**config.mk**
```make
export PLATFORM = sky130hd
export DESIGN_NAME = video_timing_gen
export DESIGN_NICKNAME = d
export VERILOG_FILES = /design/src/rtl/video_timing_pkg.sv /design/src/rtl/axis_counter.sv /design/src/rtl/video_timing_gen.sv
export SDC_FILE = /design/constraint.sdc
export NUM_CORES = 1
export LEC_CHECK = 0
export BUFFER_PORTS_ARGS = -buffer_cell sky130_fd_sc_hd__buf_2
export CORE_MARGIN = 5
export CORE_UTILIZATION = 55
export CTS_CLUSTER_SIZE = 12
export DETAILED_ROUTE_END_ITERATION = 7
export PLACE_DENSITY = 0.9
export SETUP_SLACK_MARGIN = 0.2
export SYNTH_ARGS = -nofsm -noshare
export SYNTH_HDL_FRONTEND = slang
export SYNTH_SLANG_ARGS = --single-unit
```
**constraint.sdc**
```tcl
create_clock -name clk -period 4.05 [get_ports clk]
set_clock_uncertainty 0.2 [all_clocks]
set_input_delay 1.215 -clock clk [delete_from_list [all_inputs] [get_ports clk]]
set_output_delay 1.215 -clock clk [all_outputs]
set_load 0.02 [all_outputs]
```
**src/rtl/video_timing_pkg.sv**
```systemverilog
`default_nettype none
// ============================================================================
// Module      : video_timing_pkg
// Description : Standard progressive video mode timings and axis helpers.
// Revision    : 1.0 - initial release
// ============================================================================
package video_timing_pkg;

    typedef struct packed {
        int visible;
        int front;
        int sync;
        int back;
    } axis_timing_t;

    typedef struct packed {
        axis_timing_t h;
        axis_timing_t v;
    } video_mode_t;

    localparam video_mode_t MODE_640X480_60 = '{
        h: '{visible: 640,  front: 16, sync: 96,  back: 48},
        v: '{visible: 480,  front: 10, sync: 2,   back: 33}
    };

    localparam video_mode_t MODE_800X600_60 = '{
        h: '{visible: 800,  front: 40, sync: 128, back: 88},
        v: '{visible: 600,  front: 1,  sync: 4,   back: 23}
    };

    localparam video_mode_t MODE_1024X768_60 = '{
        h: '{visible: 1024, front: 24, sync: 136, back: 160},
        v: '{visible: 768,  front: 3,  sync: 6,   back: 29}
    };

    function automatic int axis_total(input int visible, input int front,
                                      input int sync, input int back);
        return visible + front + sync + back;
    endfunction

endpackage
`default_nettype wire

```
**src/rtl/axis_counter.sv**
```systemverilog
`default_nettype none
// ============================================================================
// Module      : axis_counter
// Description : One raster axis: position counter with registered sync/blank.
// Revision    : 1.0 - initial release
// ============================================================================
module axis_counter
    import video_timing_pkg::*;
#(
    parameter int VISIBLE = 640,
    parameter int FRONT   = 16,
    parameter int SYNC    = 96,
    parameter int BACK    = 48,
    parameter bit POL     = 1'b0,
    parameter int CW      = 12
) (
    input  logic          clk,
    input  logic          reset,
    input  logic          advance,
    input  logic          restart,
    output logic [CW-1:0] count,
    output logic          sync,
    output logic          blank,
    output logic          blank_next,
    output logic          wrap
);

    localparam int            c_total      = axis_total(VISIBLE, FRONT, SYNC, BACK);
    localparam logic [CW-1:0] c_last       = CW'(c_total - 1);
    localparam logic [CW-1:0] c_visible    = CW'(VISIBLE);
    localparam logic [CW-1:0] c_sync_start = CW'(VISIBLE + FRONT);
    localparam logic [CW-1:0] c_sync_end   = CW'(VISIBLE + FRONT + SYNC);
    localparam logic [CW-1:0] c_one        = CW'(1);

    logic [CW-1:0] count_d, count_q;
    logic          sync_d, sync_q;
    logic          blank_d, blank_q;

    // Flags are decoded from the next count so they line up with it after the edge.
    always_comb begin
        wrap    = advance && (count_q == c_last);
        count_d = count_q;
        if (restart || wrap) begin
            count_d = '0;
        end else if (advance) begin
            count_d = count_q + c_one;
        end
        sync_d  = ((count_d >= c_sync_start) && (count_d < c_sync_end)) ? POL : ~POL;
        blank_d = (count_d >= c_visible);
    end

    always_ff @(posedge clk or posedge reset) begin
        if (reset) begin
            count_q <= '0;
            sync_q  <= ~POL;
            blank_q <= 1'b0;
        end else begin
            count_q <= count_d;
            sync_q  <= sync_d;
            blank_q <= blank_d;
        end
    end

    assign count      = count_q;
    assign sync       = sync_q;
    assign blank      = blank_q;
    assign blank_next = blank_d;

endmodule
`default_nettype wire

```
**src/rtl/video_timing_gen.sv**
```systemverilog
`default_nettype none
// ============================================================================
// Module      : video_timing_gen
// Description : Combined H/V raster timing generator with pixel-rate enable.
// Revision    : 1.0 - initial release
// ============================================================================
module video_timing_gen
    import video_timing_pkg::*;
#(
    parameter int H_VISIBLE  = MODE_640X480_60.h.visible,
    parameter int H_FRONT    = MODE_640X480_60.h.front,
    parameter int H_SYNC     = MODE_640X480_60.h.sync,
    parameter int H_BACK     = MODE_640X480_60.h.back,
    parameter int V_VISIBLE  = MODE_640X480_60.v.visible,
    parameter int V_FRONT    = MODE_640X480_60.v.front,
    parameter int V_SYNC     = MODE_640X480_60.v.sync,
    parameter int V_BACK     = MODE_640X480_60.v.back,
    parameter bit H_SYNC_POL = 1'b0,
    parameter bit V_SYNC_POL = 1'b0,
    parameter int CW         = 12
) (
    input  logic          clk,
    input  logic          reset,
    input  logic          clk_en,
    input  logic          restart,
    output logic [CW-1:0] h_count,
    output logic [CW-1:0] v_count,
    output logic          hsync,
    output logic          vsync,
    output logic          hblank,
    output logic          vblank,
    output logic          de,
    output logic          line_start,
    output logic          frame_start
);

    logic h_wrap, v_wrap;
    logic h_blank_next, v_blank_next;
    logic de_d, de_q;
    logic line_start_d, line_start_q;
    logic frame_start_d, frame_start_q;

    axis_counter #(
        .VISIBLE (H_VISIBLE),
        .FRONT   (H_FRONT),
        .SYNC    (H_SYNC),
        .BACK    (H_BACK),
        .POL     (H_SYNC_POL),
        .CW      (CW)
    ) u_h_axis (
        .clk        (clk),
        .reset      (reset),
        .advance    (clk_en),
        .restart    (restart),
        .count      (h_count),
        .sync       (hsync),
        .blank      (hblank),
        .blank_next (h_blank_next),
        .wrap       (h_wrap)
    );

    // The vertical axis steps once per horizontal wrap.
    axis_counter #(
        .VISIBLE (V_VISIBLE),
        .FRONT   (V_FRONT),
        .SYNC    (V_SYNC),
        .BACK    (V_BACK),
        .POL     (V_SYNC_POL),
        .CW      (CW)
    ) u_v_axis (
        .clk        (clk),
        .reset      (reset),
        .advance    (h_wrap),
        .restart    (restart),
        .count      (v_count),
        .sync       (vsync),
        .blank      (vblank),
        .blank_next (v_blank_next),
        .wrap       (v_wrap)
    );

    // A restart landing on a natural wrap collapses into the same single pulse.
    always_comb begin
        de_d          = ~h_blank_next & ~v_blank_next;
        line_start_d  = restart | h_wrap;
        frame_start_d = restart | (h_wrap & v_wrap);
    end

    always_ff @(posedge clk or posedge reset) begin
        if (reset) begin
            de_q          <= 1'b1;
            line_start_q  <= 1'b0;
            frame_start_q <= 1'b0;
        end else begin
            de_q          <= de_d;
            line_start_q  <= line_start_d;
            frame_start_q <= frame_start_d;
        end
    end

    assign de          = de_q;
    assign line_start  = line_start_q;
    assign frame_start = frame_start_q;

endmodule
`default_nettype wire

```
Yosys cells after proc, flatten, opt, wreduce, memory -nomap -nowiden. Index checks and enable logic that the tools add are counted.

Flip-flop bits (word level): 31. Input bits: 4. Output and inout bits: 31.

$add $sub $neg: 2. Order comparisons: 6. Equal/unequal tests: 2. Mux-type cells: 6. Bitwise gates (word level): 6. Reductions and logical operators: 6.

Operators with widths (number): two-way mux 12 bit (4); adder 12 x 1 -> 12 bit, second input constant (2); == test 12 x 10 -> 1 bit, second input constant (2); >= comparator 12 x 10 -> 1 bit, second input constant (2); >= comparator 12 x 9 -> 1 bit, second input constant (2); < comparator 12 x 10 -> 1 bit, second input constant (1); < comparator 12 x 9 -> 1 bit, second input constant (1); logical AND 1 bit (4); AND 1 bit (2); logical OR 1 bit (2); two-way mux 1 bit (2); inverter 1 bit (2); OR 1 bit (2).

Depth between registers and ports, before layout.
Word-level depth: 8. Depth in mapped cells: 10. Gate-level depth less buffers: 9.

By module. A second synthesis with hierarchy kept.

Cell total of the unflattened synthesis: 186. Area, all modules: 1760.4 um^2.

By module, submodules not included: axis_counter at u_v_axis (times used 1, cells each 93, area an instance 839.6 um^2, seq. area each 351.6 um^2); axis_counter at u_h_axis (times used 1, cells each 86, area an instance 822.0 um^2, seq. area each 351.6 um^2); video_timing_gen (times used 1, cells each 7, area an instance 98.8 um^2, seq. area each 76.3 um^2).

Worst setup path after synthesis. OpenSTA, ideal clock, no wires.

Path type: input -> register. Start point: input port clk_en. End point: register de_q (netlist: de). Setup time: 0.082 ns. Data arrival time: 2.641 ns. Data required time: 3.768 ns. Path slack: 1.127 ns. Cell stages on the path: 7. Buffers on the path: 1. Cell sequence: buf_4 -> nand4_1 -> nor4_2 -> mux2_1 -> o21ai_1 -> nand3_1 -> nor3_1.

RTL lines: start: declaration (RTL line video_timing_gen.sv:24) `input logic clk_en,`; logical AND 1 bit (RTL line axis_counter.sv:41) `wrap = advance && (count_q == c_last);`; logical OR 1 bit (RTL line axis_counter.sv:43) `if (restart || wrap) begin`; two-way mux 12 bit (*) (RTL line axis_counter.sv:43); >= comparator 12 x 10 -> 1 bit (*) (RTL line axis_counter.sv:49) `blank_d = (count_d >= c_visible);`; named net h_blank_next (RTL line video_timing_gen.sv:38) `logic h_blank_next, v_blank_next;`; inverter 1 bit (*) (RTL line video_timing_gen.sv:84) `de_d = ~h_blank_next & ~v_blank_next;`; AND 1 bit (*) (RTL line video_timing_gen.sv:84); named net de_d (RTL line video_timing_gen.sv:39) `logic de_d, de_q;`; end signal: assignment (RTL line video_timing_gen.sv:91) `de_q <= 1'b1;`; end signal: assignment (RTL line video_timing_gen.sv:95) `de_q <= de_d;`; end: declaration (RTL line video_timing_gen.sv:39).

The timed path passes the listed nets; every way through them passes the cells marked *.

Final worst setup path. Same ends and word-level chain as after synthesis.

==> impl_metrics.yaml <==
outcome:
  status: "complete, no violations"
timing:
  fmax_mhz: 351
  period_share: 0.704
  rsz0062_at_grt: "false"
  worst_pin_slew_ns: 1.12
  relSlewSlack: 0.255
  holdWs_ns: 0.419
  setup_viol: 0
  tns_ns: 0
  hold_viol: 0
  min_period_ns: 2.85
  final_max_slew_viol_count: 0
setup_path:
  crit_buf_inv: 1
  crit_path_cell_trace: "buf_2 > nand4_1 > nor4_2 > mux2_1 > o21ai_1 > nand3_1 > nor3_1"
  critPathRequiredTime_ns: 4.10
  timing_worst_setup_path_type: "input port to flip-flop"
  cpMaxStageDelayCell: "nor4_2"
  cpLargestDelayFamily: "simple AND/OR/NAND/NOR gates"
  ff2ff_setup_slack_ns: 1.58
  crit_arrival_ns: 2.90
  slowest_delay_ns: 0.46
  critPathLaunchType: "input port"
  cp_max_fo: 7
  end_kind: "flip-flop"
power_and_ir_drop:
  internal_power_mw: 0.385
  powerDensity_nw_per_um2: 256
  vdd_drop_max_v: 0.000184
  cellLeakagePower_nw: 0.901
  combPwrFrac: 0.056
  sw_frac_of_total: 0.249
  p_switching_mw: 0.128
  seqPwrFrac: 0.615
  p_clk_frac: 0.328
grt:
  grt_pass1_wl_um: 6000
  grtUsageTotal: 0.178
  grt_max_degree: 32
  antenna_found_initial: 0
  overflow: 0
  grt_pass1_vias: 1276
drt:
  first_pass_iters: 4
  ant_nets: 0
  drc: 0
  avgViaCountPerCell: 5.54
  num_vias: 1451
  drt-total-wl_um: 3640
  first_iter_violations: 84
  routedWlPerCell_um: 13.9
clocking:
  clock_latency_ns: 0.33
  cts.sinks: 31
  clk_pin_slew_worst_paths_ns: 0.09
  cts_hold_buf: 0
  cts_tree: "yes"
  numCtsBuffers: 5
  htree_levels: 2
  cts_root_buf: "clkbuf_4"
  cts-resized-gates: 0
  post_cts_buffers: 0
  clk_path_buf_depth: 2
placed_design:
  dp_hpwl_um: 2710
  placed_cell_area_um2: 1950
  portBuffers: 34
  gp_congestion: 0.918
synth:
  synth_top_area_cell: "dfrtp_1"
  synth_area_leaders: "dfrtp_1, xor2_1, nor2_1"
  synth_cell_types: 49
  ys_async_sr_fraction: 1.00
  ys_ff_latch: 31
  synth_edf_count: 0
  ys_warn_count: 0
  ys.flop_type: "dfrtp_1"
  synth_nets: 190
  ys_seq_area_frac: 0.439
  avgSynthCellArea_um2: 9.70
  syn_area_um2: 1780
  yosys.area.top_type_share: 0.395
  synth_cells: 183
final_layout:
  final_core_util: 0.650
  n_fill_cell: 263
  drive_gt1_frac: 0.266
  insertedDiodeCount: 0
  stdcell_area_um2: 2000
  area_growth_pct: 12.6
  nNetsFinal: 224
die:
  start_util: 0.577
  ioPinCount: 35
  die_h_um: 66.8
  row_count: 20
  die-area_um2: 4460
  core_um2: 3080
  die-width_um: 66.8
run:
  cap_viol_max_count: 0
hold_path:
  hold_class: "flip-flop to flip-flop"
## per-stage QoR
step	std cells	power, mW	setup slack [ns]
finish	262	0.513	1.20
global route	262	0.538	1.15
CTS	262	0.520	1.26
detailed placement	254	0.351	0.901
global placement	254	0.349	0.988
floorplan	183	0.342	1.13
## layout make-up
class                   count  area [um2]  share of cell area
repair buffers             34         170              0.0851
clock buffers               5        37.5              0.0188
clock inverters             3        15.0             0.00751
inverters                   7        26.3              0.0131
flip-flops and latches     31         779               0.390
well taps                  44        55.1              0.0275
multi-input cells         138         916               0.458
## synth_stat cells, types with 3 or more instances
library cell  number
a21oi_1            3
and2_1             5
buf_4              5
dfrtp_1           28
dfstp_2            3
ha_1               3
inv_1              6
nand2_1           18
nand3_1           10
nand4_1            9
nor2_1            23
nor3_1             6
nor4_1             3
xnor2_1            8
xor2_1            13
## worst min-delay path, stage by stage, from the launching register on
cell,delay (ns)
dfrtp_1,0.42
xor2_1,0.09
nor2_1,0.08
## state kept, by name, indices dropped and copies added (netlist names)
signal and cells:
u_h_axis.sync 1, u_h_axis.count 12, u_v_axis.blank 1, u_h_axis.blank 1, de 1, u_v_axis.count 12, frame_start 1, u_v_axis.sync 1
line_start 1
## final timing paths
check	start	end	depth (start not counted)
hold / removal	u_v_axis.count[11]	u_v_axis.count[11]	2
setup / recovery	clk_en	de	7
hold reg to reg	u_v_axis.count[11]	u_v_axis.count[11]	2
setup reg to reg	u_h_axis.count[0]	de	7
min in group asynchronous	reset	u_v_axis.count[0]	2
max in group asynchronous	reset	u_v_axis.blank	2
## power by group through the flow
stage               clock, mW  combinational, mW  sequential [mW]
floorplan                   0             0.0172            0.325
global placement            0             0.0281            0.321
detailed placement          0             0.0293            0.322
CTS                     0.175             0.0293            0.316
global route            0.189             0.0327            0.317
finish                  0.168             0.0288            0.316
## metal layers
metal / global-route usage / vias up / part of all wire
met2: 0.285 / 45 / 0.47
met5: 0 / - / 0
met4: 0.0533 / 0 / 0.012
met3: 0.0405 / 4 / 0.058
li1: - / 712 / -
met1: 0.239 / 690 / 0.46
## cell families (layout without fill, tap and decap cells)
logic type	after synthesis	after routing	synth area share
AOI/OAI and AO/OA	18	18	0.0810
xor gates and xnor gates	21	21	0.104
adders and majority gates	3	3	0.0211
buffers and inverters	14	49	0.0451
DFF	31	31	0.439
muxes	2	2	0.0120
and+or+nand+nor	94	94	0.298
## cell usage in the layout (no fill, tap or decap), drive strengths merged, types with 3 or more instances in the layout
cell type,Yosys,routed
xor2,13,13
nand3,10,10
inv,7,7
nor2,24,24
nor4,5,5
clkinv,0,3
and2,5,5
dfrtp,28,28
ha,3,3
nand4,10,10
nand2,18,18
buf,7,34
clkbuf,0,5
xnor2,8,8
nor3,7,7
o21ai,3,3
dfstp,3,3
a21oi,3,3
Power figures use the tool's default switching activity.
